--- config.mk ---
export PLATFORM = sky130hd
export DESIGN_NAME = ps2_bcd_entry_ctrl
export DESIGN_NICKNAME = d
export VERILOG_FILES = /design/src/rtl/ps2_bcd_entry_ctrl.sv
export SDC_FILE = /design/constraint.sdc
export NUM_CORES = 1
export LEC_CHECK = 0
export BUFFER_PORTS_ARGS = -buffer_cell sky130_fd_sc_hd__buf_2
export CAP_MARGIN = 20
export CORE_AREA = 2 2 71 56
export DETAILED_ROUTE_END_ITERATION = 8
export DIE_AREA = 0 0 73 58
export PLACE_DENSITY_LB_ADDON = 0.15
export SLEW_MARGIN = 20
export SYNTH_ARGS = -nofsm -noshare
export SYNTH_HDL_FRONTEND = slang
export SYNTH_SLANG_ARGS = --single-unit
--- constraint.sdc ---
create_clock -name clk -period 4.43 [get_ports clk]
set_clock_uncertainty 0.05 [all_clocks]
set_input_delay 0.2215 -clock clk [delete_from_list [all_inputs] [get_ports clk]]
set_output_delay 0.2215 -clock clk [all_outputs]
set_load 0.005 [all_outputs]
--- src/rtl/ps2_bcd_entry_ctrl.sv ---
// Two-digit BCD entry from PS/2 set-2 scan codes: digits, Backspace, Enter commit, break-code skipping.
// Optional Esc abort is compiled in with `define PS2_ESC_ABORT_EN.
module ps2_bcd_entry_ctrl #(
    parameter logic [7:0] MAX_VAL = 8'h59
) (
    input  logic       clk,
    input  logic       reset,
    input  logic       rx_done_tick,
    input  logic [7:0] scan_code,
    input  logic       enable,
    output logic [7:0] bcd_out,
    output logic       bcd_valid,
    output logic [1:0] digit_count,
    output logic       entry_err,
    output logic       entry_abort,
    output logic       busy
);

    localparam logic [7:0] CODE_BREAK = 8'hF0;
    localparam logic [7:0] CODE_EXT   = 8'hE0;
    localparam logic [7:0] CODE_BKSP  = 8'h66;
    localparam logic [7:0] CODE_ENTER = 8'h5A;
    localparam logic [7:0] CODE_ESC   = 8'h76;

    typedef enum logic [1:0] {
        S_IDLE  = 2'd0,
        S_ENTRY = 2'd1,
        S_BREAK = 2'd2
    } state_t;

    state_t     state;
    logic [7:0] acc;
    logic [1:0] count;
    logic       is_digit;
    logic [3:0] digit;

    assign digit_count = count;

`ifdef PS2_ESC_ABORT_EN
    logic abort_q;
    assign entry_abort = abort_q;
`else
    assign entry_abort = 1'b0;
`endif

    always_comb begin
        is_digit = 1'b1;
        digit    = 4'd0;
        case (scan_code)
            8'h45:   digit = 4'd0;
            8'h16:   digit = 4'd1;
            8'h1E:   digit = 4'd2;
            8'h26:   digit = 4'd3;
            8'h25:   digit = 4'd4;
            8'h2E:   digit = 4'd5;
            8'h36:   digit = 4'd6;
            8'h3D:   digit = 4'd7;
            8'h3E:   digit = 4'd8;
            8'h46:   digit = 4'd9;
            default: is_digit = 1'b0;
        endcase
    end

    // Every output is registered, so all responses land one clock after the strobe.
    always_ff @(posedge clk or posedge reset) begin
        if (reset) begin
            state     <= S_IDLE;
            acc       <= 8'h00;
            count     <= 2'd0;
            bcd_out   <= 8'h00;
            bcd_valid <= 1'b0;
            entry_err <= 1'b0;
            busy      <= 1'b0;
`ifdef PS2_ESC_ABORT_EN
            abort_q   <= 1'b0;
`endif
        end else begin
            bcd_valid <= 1'b0;
            entry_err <= 1'b0;
`ifdef PS2_ESC_ABORT_EN
            abort_q   <= 1'b0;
`endif
            if (!enable) begin
                state <= S_IDLE;
                acc   <= 8'h00;
                count <= 2'd0;
                busy  <= 1'b0;
            end else begin
                case (state)
                    S_IDLE: begin
                        state <= S_ENTRY;
                        acc   <= 8'h00;
                        count <= 2'd0;
                        busy  <= 1'b1;
                    end
                    // The byte after 0xF0 is the released key; drop it.
                    S_BREAK: begin
                        if (rx_done_tick) begin
                            state <= S_ENTRY;
                        end
                    end
                    S_ENTRY: begin
                        if (rx_done_tick) begin
                            if (scan_code == CODE_BREAK) begin
                                state <= S_BREAK;
                            end else if (scan_code == CODE_EXT) begin
                                state <= S_ENTRY;
                            end else if (is_digit) begin
                                if (count != 2'd2) begin
                                    acc   <= {acc[3:0], digit};
                                    count <= count + 2'd1;
                                end
                            end else if (scan_code == CODE_BKSP) begin
                                if (count != 2'd0) begin
                                    acc   <= {4'h0, acc[7:4]};
                                    count <= count - 2'd1;
                                end
                            end else if (scan_code == CODE_ENTER) begin
                                if (count != 2'd0) begin
                                    // BCD ordering matches binary ordering, so a plain compare works.
                                    if (acc <= MAX_VAL) begin
                                        bcd_out   <= acc;
                                        bcd_valid <= 1'b1;
                                    end else begin
                                        entry_err <= 1'b1;
                                    end
                                    acc   <= 8'h00;
                                    count <= 2'd0;
                                end
`ifdef PS2_ESC_ABORT_EN
                            end else if (scan_code == CODE_ESC) begin
                                acc     <= 8'h00;
                                count   <= 2'd0;
                                abort_q <= 1'b1;
`endif
                            end
                        end
                    end
                    default: begin
                        state <= S_IDLE;
                        busy  <= 1'b0;
                    end
                endcase
            end
        end
    end

endmodule

# ---- After elaboration in Yosys (flattened, before gate mapping)
# Cells that the tools add are included.
dict set report classes {
  n_mux 52
  n_reduce_logical 7
  n_eq_ne 27
  add_sub_neg 2
  n_bitwise 4
  magnitude_cmp 1
}
# cell n
set ops {}
lappend ops {{8-bit 2-to-1 mux} 10}
lappend ops {{8-bit by 6-bit == test with 1-bit output (second input constant)} 6}
lappend ops {{4-bit one-hot mux with 9 select lines} 1}
lappend ops {{8-bit by 7-bit == test with 1-bit output (second input constant)} 4}
lappend ops {{2-bit 2-to-1 mux} 15}
lappend ops {{1-bit 2-to-1 mux} 22}
lappend ops {{8-bit by 5-bit == test with 1-bit output (second input constant)} 2}
lappend ops {{8-bit == test (second input constant)} 2}
lappend ops {{8-bit one-hot mux with 2 select lines} 1}
lappend ops {{3-bit inequality test (second input constant)} 4}
lappend ops {{4-bit inequality test (second input constant)} 3}
lappend ops {{10-bit AND reduction} 1}
lappend ops {{10-bit OR reduction} 1}
lappend ops {{8-bit by 7-bit <= comparator with 1-bit output (second input constant)} 1}
lappend ops {{7-bit AND reduction} 1}
lappend ops {{2-bit one-hot mux with 3 select lines} 1}
lappend ops {{5-bit inequality test (second input constant)} 1}
lappend ops {{2-bit inequality test (second input constant)} 2}
lappend ops {{1-bit inverter} 4}
lappend ops {{2-bit one-hot mux with 2 select lines} 1}
lappend ops {{3-bit by 1-bit inequality test with 1-bit output (second input constant)} 1}
lappend ops {{3-bit AND reduction} 1}
lappend ops {{2-bit by 1-bit adder with 2-bit output (second input constant)} 1}
lappend ops {{2-bit by 1-bit == test with 1-bit output (second input constant)} 1}
lappend ops {{6 further kinds} 6}
dict set report word_totals {
  register_bits 23
  out_inout_bits 14
}

# ---- Longest topological paths before layout
dict set report logic_depth {
  depth_word 11
  ltp_mapped 7
}

# ---- Least setup slack after synthesis
# Ideal clock, no wire load.
dict set report synth_path {
  path_type {input to register}
  startpoint {input scan_code[5]}
  endpoint {register acc[0]}
  arrival_time_ns 2.041
  n_path_buf 1
  cell_stages 7
  setup_ns 0.125
  slack_ns 2.214
  path_cell_list {clkbuf_1 -> nor3b_1 -> a32o_1 -> a21o_1 -> o311a_1 -> a221oi_4 -> mux2_2}
}
dict set report synth_via {
  elab_chain_len 9
  elab_cells_between_ends 31
  cone_classes {19 x eq/ne; 10 x mux; 2 x reduce/logical}
}
# element line_no
set synth_rtl {}
lappend synth_rtl {{from (decl)} 9} ;# input logic [7:0] scan_code,
lappend synth_rtl {{8-bit by 7-bit == test with 1-bit output (tied with other cells)} 49} ;# case (scan_code)
lappend synth_rtl {{4-bit one-hot mux with 9 select lines or 10-bit OR reduction (tied branches)} --}
lappend synth_rtl {{8-bit 2-to-1 mux or 1-bit 2-to-1 mux (tied branches)} {109, 49}}
lappend synth_rtl {{8-bit 2-to-1 mux} 108} ;# end else if (is_digit) begin
lappend synth_rtl {{8-bit 2-to-1 mux} 106} ;# end else if (scan_code == CODE_EXT) begin
lappend synth_rtl {{8-bit 2-to-1 mux} 104} ;# if (scan_code == CODE_BREAK) begin
lappend synth_rtl {{8-bit 2-to-1 mux} 103} ;# if (rx_done_tick) begin
lappend synth_rtl {{8-bit one-hot mux with 2 select lines} 89} ;# case (state)
lappend synth_rtl {{8-bit 2-to-1 mux} 83} ;# if (!enable) begin
lappend synth_rtl {{to (signal assigned)} 110} ;# acc <= {acc[3:0], digit};
lappend synth_rtl {{to (signal assigned)} 115} ;# acc <= {4'h0, acc[7:4]};
lappend synth_rtl {{to (decl)} 32} ;# logic [7:0] acc;
# Several ways; a longest one is shown, not always the timed one. The select of a mux whose other input is x is not followed.
# A chain may end at the register's enable or synchronous reset.

# ---- Worst setup path after layout
dict set report layout_path {
  startpoint {register count[0] (netlist: digit_count[0])}
  endpoint {register acc[1]}
}
dict set report layout_via {
  elab_chain_len 3
  elab_cells_between_ends 5
  cone_classes {3 x eq/ne; 2 x reduce/logical}
}
# element line_no
set layout_rtl {}
lappend layout_rtl {{from (decl)} 33} ;# logic [1:0] count;
lappend layout_rtl {{from (signal assigned)} 111} ;# count <= count + 2'd1;
lappend layout_rtl {{from (signal assigned)} 116} ;# count <= count - 2'd1;
lappend layout_rtl {{2-bit inequality test or 2-bit nonzero test (tied branches)} {109, 114, 119}}
lappend layout_rtl {{4-bit inequality test (no source line)} --}
lappend layout_rtl {{7-bit AND reduction (no source line) *} --}
# Every way passes the cells marked *; elsewhere a longest branch is shown, timed or not.

==> metrics.txt <==
status=finished clean; row cnt=19; first-pass GRT wire length=5.60 mm; ratio of cells with drive above 1 in the final layout=0.259; Synth Cell Area=1520 um2; Starting Density=0.430; Cell variety after synth=50; most frequent cells in the layout=24 x buf_2, 23 x dfrtp_1, 11 x nor2_1, 11 x mux2_2, 7 x nand2_1; Setup Viol. Count Final=0; Die ar.=4230 um2; RSZ-0062 raised after global routing=false; warning count from the yosys run=0; CP Buf/Inv Count=1; final hold violations=0; H-tree levels=1; Layout fillers=352; Final GP Congestion=0.932; IO Port Bufs=24; Die Y=58 um; largest net degree at the start of global routing=24; worst slew pin tran=860 ps; HP Class=input pin to async pin; CP Data Required Time=4530 ps; area delta synth->final=12.1%; Clock Latency Late Sink=260 ps; fin crit share=0.535; #FFs+latches synth=23; Worst Setup End Kind=flop; area of the multi-input gates=888 um2; ranking of synthesized cells by area=dfrtp_1 38%, mux2_2 8.1%, ha_1 4.9%; Levels on crit path=6; Placed Cells=212; largest area contributor in the netlist=dfrtp_1; Worst Reg2Reg Path Length in Cells=6; ys async rst share=1.00; Mapped Nets=171; Clock transition at path regs=80 ps; TritonCTS buffer count=3; final worst slack=2060 ps; Vias=1,257; worst ir drop on vdd=0.000196 V; Final ANT Viol Nets=0; I/O pin total=26; worst setup path class=flop to flop; Vias/cell=5.82; Max clock buf depth=2; Setup WS pre-CTS=1990 ps; Detailed Route Iter0 Violations=96; crit path time final=2370 ps; total setup buffers inserted after CTS=0; relative slew slack=0.426; Nets=193; DR WL/cell=15.2 um; FMAX=422 MHz; post-synthesis sequential area ratio=0.378; setup_tns=0 ps; 1st-pass router iterations=4; commonest non-fill, non-tap cell in the layout=buf_2; Core Area=3540 um2; slowest CP cell=a221oi_4; CTS tree=built; GRT overflow=0; final hold slack=69.9 ps; Post-synth EDFFs=0; max cap viols=0; P_leak=0.000803 uW; vias in the first global route=1,157; post-synth top area share=0.378; Synth Flop Type=dfrtp_1; CP max FO=5; max-slew violation count=0; DIE WIDTH=73 um; clk sinks=23; crit-path leading delay family=compound AO/OA/AOI/OAI gates; register area=576 um2; initial antenna violation count=0; diode count=0; crit path cell chain=inv_1, ha_1, nor3b_1, a31oi_1, a221oi_4, mux2_2; Util after Layout=0.481; CP max stage delay=470 ps; Layout Cells excl Fill=216; PostCTS Resize Cnt=0; # hold bufs at CTS=0; Worst Setup Start Kind=flop; Syn Inst Count=153; hpwl dp=2.53 mm; Power per Cell Area=252 nW/um2; CP arrival=2480 ps; residual DRC count=0; syn avg cell area=9.94 um2; total wire length=3.28 mm; Root Driver=clkbuf_8; gr usage total=0.170
[report_power, final]
group	internal (uW)	total (uW)	leakage, uW	switching, uW
clock network	62.8	130	0.0000255	67.5
logic	32.5	82.0	0.000459	49.5
registers	214	217	0.000319	3.10
total	309	429	0.000803	120
[Yosys cell counts (all sizes together) (2+ instances only)]
| library cell | instances |
|---|---|
| a211o | 2 |
| a211oi | 2 |
| a21oi | 6 |
| a221oi | 3 |
| a22o | 5 |
| buf | 5 |
| clkbuf | 2 |
| dfrtp | 23 |
| ha | 6 |
| inv | 6 |
| mux2 | 11 |
| mux2i | 3 |
| nand2 | 7 |
| nand2b | 6 |
| nand3 | 4 |
| nand4b | 3 |
| nor2 | 11 |
| nor2b | 4 |
| nor3 | 2 |
| nor3b | 4 |
| nor4 | 4 |
| o21ai | 3 |
| o21bai | 3 |
| o22ai | 2 |
| or3 | 2 |
| or3b | 2 |
[registers in the layout, indices dropped and copies added (netlist names)]
name         flops
digit_count      2
bcd_out          8
entry_err        1
state            2
busy             1
acc              8
bcd_valid        1
[final timing paths]
path,slack [ps],end,from
max,2060,acc[1]$_DFFE_PP0P_,digit_count[0]$_DFFE_PP0P_
max in group asynchronous,3730,acc[1]$_DFFE_PP0P_,reset
max reg2reg,2060,acc[1]$_DFFE_PP0P_,digit_count[0]$_DFFE_PP0P_
min,70,digit_count[1]$_DFFE_PP0P_,reset
min reg2reg,430,bcd_out[7]$_DFFE_PP0P_,bcd_out[7]$_DFFE_PP0P_
min in group clk,220,busy$_DFFE_PP0P_,enable
[layout make-up]
type,instances,area share
Clock inverter,1,0.00293
Timing Repair Buffer,24,0.0704
Inverter,6,0.0132
Tap cell,42,0.0308
Sequential cell,23,0.337
Multi-Input combinational cell,117,0.521
Clock buffer,3,0.0242
[layer usage]
layer	GRT usage	wire (um)
met1	0.247	1620
met2	0.260	1510
met5	0	0
met3	0.0452	130
met4	0.0238	14
[through the flow]
stage,power (uW),instance area (um2)
2_1_floorplan,281,1520
6_report,429,1710
4_1_cts,432,1710
5_1_grt,452,1710
3_5_place_dp,303,1660
3_3_place_gp,301,1660
[logic make-up (layout without fill, tap and decap cells)]
family / Yosys count / after routing / synth area share
AND/OR/NAND/NOR: 57 / 57 / 0.227
AO/OA/AOI/OAI: 37 / 37 / 0.192
flip-flops: 23 / 23 / 0.378
multiplexers: 14 / 14 / 0.101
buffers and inverters: 13 / 34 / 0.0378
adder cells (fa/ha/maj): 6 / 6 / 0.0493
XOR/XNOR: 2 / 2 / 0.0115
other: 1 / 1 / 0.00246
Power figures use the tool's default switching activity.
